`config.mk`:
```
export PLATFORM = sky130hd
export DESIGN_NAME = carry_bypass_sub16_pipe
export DESIGN_NICKNAME = d
export VERILOG_FILES = /design/src/rtl/cbs_pkg.sv /design/src/rtl/cbs_block.sv /design/src/rtl/carry_bypass_sub16_pipe.sv
export SDC_FILE = /design/constraint.sdc
export NUM_CORES = 1
export LEC_CHECK = 0
export BUFFER_PORTS_ARGS = -buffer_cell sky130_fd_sc_hd__buf_4
export CORE_MARGIN = 4
export CORE_UTILIZATION = 45
export DETAILED_ROUTE_END_ITERATION = 10
export HOLD_SLACK_MARGIN = 0.03
export PLACE_DENSITY = 0.76
export SLEW_MARGIN = 40
export SYNTH_ARGS = -nofsm -noshare
export SYNTH_HDL_FRONTEND = slang
export SYNTH_SLANG_ARGS = --single-unit
```
`constraint.sdc`:
```
create_clock -name clk -period 2.9 [get_ports clk]
set_input_delay 0.435 -clock clk [delete_from_list [all_inputs] [get_ports clk]]
set_output_delay 0.435 -clock clk [all_outputs]
set_load 0.005 [all_outputs]
```
`src/rtl/cbs_pkg.sv`:
```
// rtl/cbs_pkg.sv - shared constants and stage record for the pipelined borrow-bypass subtractor
package cbs_pkg;

    localparam int DATA_W    = 16;
    localparam int DEF_BLK_W = 4;
    localparam int NUM_STG   = DATA_W / DEF_BLK_W;

    // Operands travel whole; diff fills in one block per stage.
    typedef struct packed {
        logic              valid;
        logic [DATA_W-1:0] a;
        logic [DATA_W-1:0] b;
        logic [DATA_W-1:0] diff;
        logic              borrow;
    } stage_t;

endpackage

```
`src/rtl/cbs_block.sv`:
```
// rtl/cbs_block.sv - one borrow-bypass block: ripple borrow chain with equal-bits bypass mux
module cbs_block #(
    parameter int W = 4
) (
    input  logic [W-1:0] a,
    input  logic [W-1:0] b,
    input  logic         bin,
    output logic [W-1:0] d,
    output logic         bout
);

    logic [W:0]   br;
    logic [W-1:0] eq;

    always_comb begin
        br[0] = bin;
        eq    = '0;
        d     = '0;
        for (int i = 0; i < W; i++) begin
            eq[i]    = ~(a[i] ^ b[i]);
            d[i]     = a[i] ^ b[i] ^ br[i];
            br[i+1]  = (~a[i] & b[i]) | (eq[i] & br[i]);
        end
    end

    // When every bit pair matches the ripple chain just propagates bin.
    assign bout = (&eq) ? bin : br[W];

endmodule

```
`src/rtl/carry_bypass_sub16_pipe.sv`:
```
// rtl/carry_bypass_sub16_pipe.sv - 16-bit pipelined borrow-bypass subtractor; optional ovf port under CBS_OVERFLOW_EN
module carry_bypass_sub16_pipe
    import cbs_pkg::*;
#(
    parameter int BLK_W = DEF_BLK_W
) (
    input  logic        clk,
    input  logic        rst,
    input  logic        in_valid,
    output logic        in_ready,
    input  logic [15:0] a,
    input  logic [15:0] b,
    input  logic        bin,
    output logic        out_valid,
    input  logic        out_ready,
    output logic [15:0] diff,
    output logic        bout
`ifdef CBS_OVERFLOW_EN
    ,
    output logic        ovf
`endif
);

    localparam int NSTG = DATA_W / BLK_W;

    stage_t           st     [NSTG];
    stage_t           src    [NSTG];
    stage_t           nxt    [NSTG];
    logic [BLK_W-1:0] blk_d  [NSTG];
    logic [NSTG-1:0]  blk_bo;
    logic [NSTG-1:0]  ld;

    // A stage may load if it or any stage downstream of it has room, or the sink takes the result.
    always_comb begin
        logic acc;
        acc = out_ready;
        ld  = '0;
        for (int s = NSTG - 1; s >= 0; s--) begin
            acc   = acc | ~st[s].valid;
            ld[s] = acc;
        end
    end

    assign in_ready = ld[0];

    always_comb begin
        src[0].valid  = in_valid;
        src[0].a      = a;
        src[0].b      = b;
        src[0].diff   = '0;
        src[0].borrow = bin;
        for (int s = 1; s < NSTG; s++) begin
            src[s] = st[s-1];
        end
    end

    for (genvar s = 0; s < NSTG; s++) begin : g_blk
        cbs_block #(.W(BLK_W)) u_blk (
            .a    (src[s].a[s*BLK_W +: BLK_W]),
            .b    (src[s].b[s*BLK_W +: BLK_W]),
            .bin  (src[s].borrow),
            .d    (blk_d[s]),
            .bout (blk_bo[s])
        );
    end

    always_comb begin
        for (int s = 0; s < NSTG; s++) begin
            nxt[s]                        = src[s];
            nxt[s].valid                  = 1'b1;
            nxt[s].diff[s*BLK_W +: BLK_W] = blk_d[s];
            nxt[s].borrow                 = blk_bo[s];
        end
    end

    // Bubbles only clear valid so the held payload does not toggle.
    always_ff @(posedge clk or posedge rst) begin
        if (rst) begin
            for (int s = 0; s < NSTG; s++) begin
                st[s] <= '0;
            end
        end else begin
            for (int s = 0; s < NSTG; s++) begin
                if (ld[s] && src[s].valid) begin
                    st[s] <= nxt[s];
                end else if (ld[s]) begin
                    st[s].valid <= 1'b0;
                end
            end
        end
    end

`ifdef CBS_OVERFLOW_EN
    always_ff @(posedge clk or posedge rst) begin
        if (rst) begin
            ovf <= 1'b0;
        end else if (ld[NSTG-1] && src[NSTG-1].valid) begin
            ovf <= (src[NSTG-1].a[DATA_W-1] != src[NSTG-1].b[DATA_W-1]) &&
                   (nxt[NSTG-1].diff[DATA_W-1] != src[NSTG-1].a[DATA_W-1]);
        end
    end
`endif

    assign out_valid = st[NSTG-1].valid;
    assign diff      = st[NSTG-1].diff;
    assign bout      = st[NSTG-1].borrow;

endmodule

```
[Word level (Yosys, flattened, before mapping)]
Index checks and enable logic that the tools add are counted.
Storage, ports and cells
  register bits: 144
  input bits: 37
  output and inout bits: 19
  logic and storage cells: 162
Operators by class
  bitwise gates (word level): 120
  mux-type cells: 12
  reductions and logical operators: 12
Operator list (number)
  1-bit inverter: 36
  1-bit AND: 32
  1-bit bitwise XOR: 32
  1-bit bitwise OR: 20
  4-bit AND reduction: 4
  1-bit two-way mux: 12
  2-bit nonzero test: 4
  1-bit logical AND: 4

[Longest topological paths before layout]
  depth in word-level cells: 11
  mapped depth: 9

[By module]
A second synthesis with hierarchy kept.
Unflattened totals
  cells, all modules: 294
  area total of the unflattened synthesis: 4339.2 µm²
Modules (own cells, without submodules)
  carry_bypass_sub16_pipe: cells each 210, sequential area each 2402.3 µm², area each 3588.4 µm², times used 1
  cbs_block: cells each 21, sequential area each 0.0 µm², area each 187.7 µm², times used 4

[Worst setup path before layout]
No wires, ideal clock.
  path kind: reg2reg
  start point: register st (netlist bit src[100])
  end point: register st (netlist bit nxt[58])
  arrival time: 2.211 ns
  period minus slack after synthesis: 2.336 ns
  path slack: 0.564 ns
  cell stages (with the launch flop): 9
  data required time: 2.775 ns
  cell sequence: dfrtp_1 inv_1 fa_1 inv_1 fa_1 fa_1 inv_1 fa_1 mux2_2
RTL lines
  from (decl): line carry_bypass_sub16_pipe.sv:26  | stage_t st [NSTG];
  from (signal, indexed assignment): line carry_bypass_sub16_pipe.sv:85  | st[s] <= nxt[s];

==> metrics.yaml <==
vias_per_cell: 4.82
cts_tree: "built"
relSlewSlack: 0.522
fin_nets: 426
die_w_um: 107
yosysTopAreaCell: "dfrtp_1"
stdcell_area_um2: 5180
cp-end-kind: "register"
layout_common_cells: "dfrtp_1, mux2_2, buf_4"
utilization: 0.553
dp_cells: 475
num_rows: 35
critPathMaxFanout: 2
cap_viol_max_count: 0
globalRouteTotalUtil: 0.141
cts_hold_buf: 0
slew_viol_final: 0
dpl_cell_area_um2: 4960
synth_nets: 364
crit_arrival_ns: 2.72
fin_crit_ns: 2.48
cts_made_buffers: 9
diodes: 0
h-tree-depth: 3
synth_warnings: 0
synth.top_cells.by_area: "dfrtp_1, mux2_2, fa_1"
ant_nets: 0
crit_required_ns: 3.14
fin_skew_ns: 0.00699
coreArea_um2: 9370
yosysUniqueCellTypes: 20
cts_setup_buffers: 0
cts_sinks: 96
fin_tns_setup_ns: 0
synth_cells: 295
ios: 56
max_freq_mhz: 403
period_share: 0.856
finalSetupViolations: 0
drtIter0Drc: 38
drt_wl_total_mm: 7.30
yosys_register_bits: 96
path_class: "register to register"
crit_top_cell: "fa_1"
wl_per_cell_um: 14.9
hpwl_mm: 5.34
drive_gt1_frac: 0.454
startpoint_type: "register"
placement.io_buffers: 55
drcViolationCount: 0
max_stage_delay_ns: 0.44
area_growth_pct: 18.3
root_buffer: "clkbuf_8"
hold_path.class: "primary input to async pin"
synth_top_area_frac: 0.548
peakVddDrop_uv: 382
rsz0062_at_grt: "false"
syn_area_um2: 4380
path_cells: "inv_1, fa_1, inv_1, fa_1, fa_1, inv_1, fa_1, mux2_2"
status: "complete, no violations"
ctsResizeCount: 0
initial_core_util: 0.468
clock_path_buffers: 2
cpMaxStageDelayCell: "fa_1"
p_leak_nw: 2.46
fin_cells: 490
worstMarginPinSlew_ns: 0.715
fill_cells: 810
yosysSeqAreaShare: 0.548
reg2reg_depth: 8
grt_first_pass_wirelength_mm: 12.6
cts.clk_slew.worst_paths_ns: 0.09
overflow: 0
dr_total_vias: 2361
final_common_cell: "dfrtp_1"
power.density_nw_per_um2: 843
die-area_um2: 11400
syn_area_per_cell_um2: 14.9
antenna_found_initial: 0
hold_viol: 0
dr.pass1.iters: 4
grt_pass1_vias: 2625
grt_max_degree: 52
clock_latency_ns: 0.35
die_h_um: 107
gp_congestion: 0.794
==> logic make-up after synthesis <==
group                    count (synthesis)  synth area share
flip-flops                              96             0.548
multiplexers                            90             0.236
buffers and inverters                   49            0.0543
AND/OR/NAND/NOR                         15            0.0248
AO/OA/AOI/OAI                           13            0.0174
adder cells (fa/ha/maj)                 32             0.119
==> routing by layer <==
metal,vias up,GRT usage,share of wire
met5,-,0,0
met4,0,0.0411,0.011
met3,5,0.0373,0.046
met2,47,0.233,0.51
met1,1211,0.182,0.43
li1,1098,-,-
==> final timing paths <==
kind | start | slack [ns] | endpoint
min in group clk | a[13] | 0.31 | nxt[146]$_DFFE_PP0P_
max in group asynchronous | rst | 2.03 | nxt[3]$_DFFE_PP0P_
min | rst | 0.09 | bout$_DFFE_PP0P_
min reg2reg | nxt[1]$_DFFE_PP0P_ | 0.50 | diff[0]$_DFFE_PP0P_
max reg2reg | src[0]$_DFFE_PP0P_ | 0.42 | diff[15]$_DFFE_PP0P_
max | src[0]$_DFFE_PP0P_ | 0.42 | diff[15]$_DFFE_PP0P_
==> per-stage QoR <==
stage | hold WS (ns) | setup WS [ns] | power [mW]
6_report | 0.0926 | 0.417 | 4.37
5_1_grt | 0.103 | 0.241 | 4.72
4_1_cts | 0.0895 | 0.392 | 4.45
3_5_place_dp | 0.480 | 0.431 | 3.47
3_3_place_gp | 0.482 | 0.478 | 3.37
2_1_floorplan | 0.475 | 0.564 | 2.94
==> final cells by class <==
cell class / count / area (um^2) / share of cell area
Clock inverter: 3 / 65.1 / 0.0126
Clock buffer: 12 / 155 / 0.0299
Timing Repair Buffer: 60 / 495 / 0.0956
Inverter: 40 / 154 / 0.0297
Sequential cell: 96 / 2400 / 0.464
Multi-Input combinational cell: 150 / 1750 / 0.338
Tap cell: 129 / 161 / 0.0311
==> cells in the mapped netlist, drive strengths merged <==
cell,n
mux2,84
fa,16
inv,40
o21ai,1
ha,16
a21oi,6
nand2,4
nand4b,1
or2,1
nand4,4
nand3b,1
mux2i,6
nand2b,4
a31oi,6
buf,9
dfrtp,96
==> worst max-delay path: cells and delay by family, from the launching register on <==
family | cells | cell delay, ns
flip-flops | 1 | 0.39
buffers and inverters | 3 | 0.26
adder cells (fa/ha/maj) | 4 | 1.45
multiplexers | 1 | 0.26
==> state kept, by name, indices dropped and copies added, names as in the netlist <==
signal	flops
bout	1
diff	16
nxt	72
out_valid	1
src	6
==> report_power, final <==
group,switching [mW],internal [mW]
combinational,0.533,0.785
clock,0.436,0.528
sequential,0.287,1.80
total,1.26,3.11
Power figures use the tool's default switching activity.
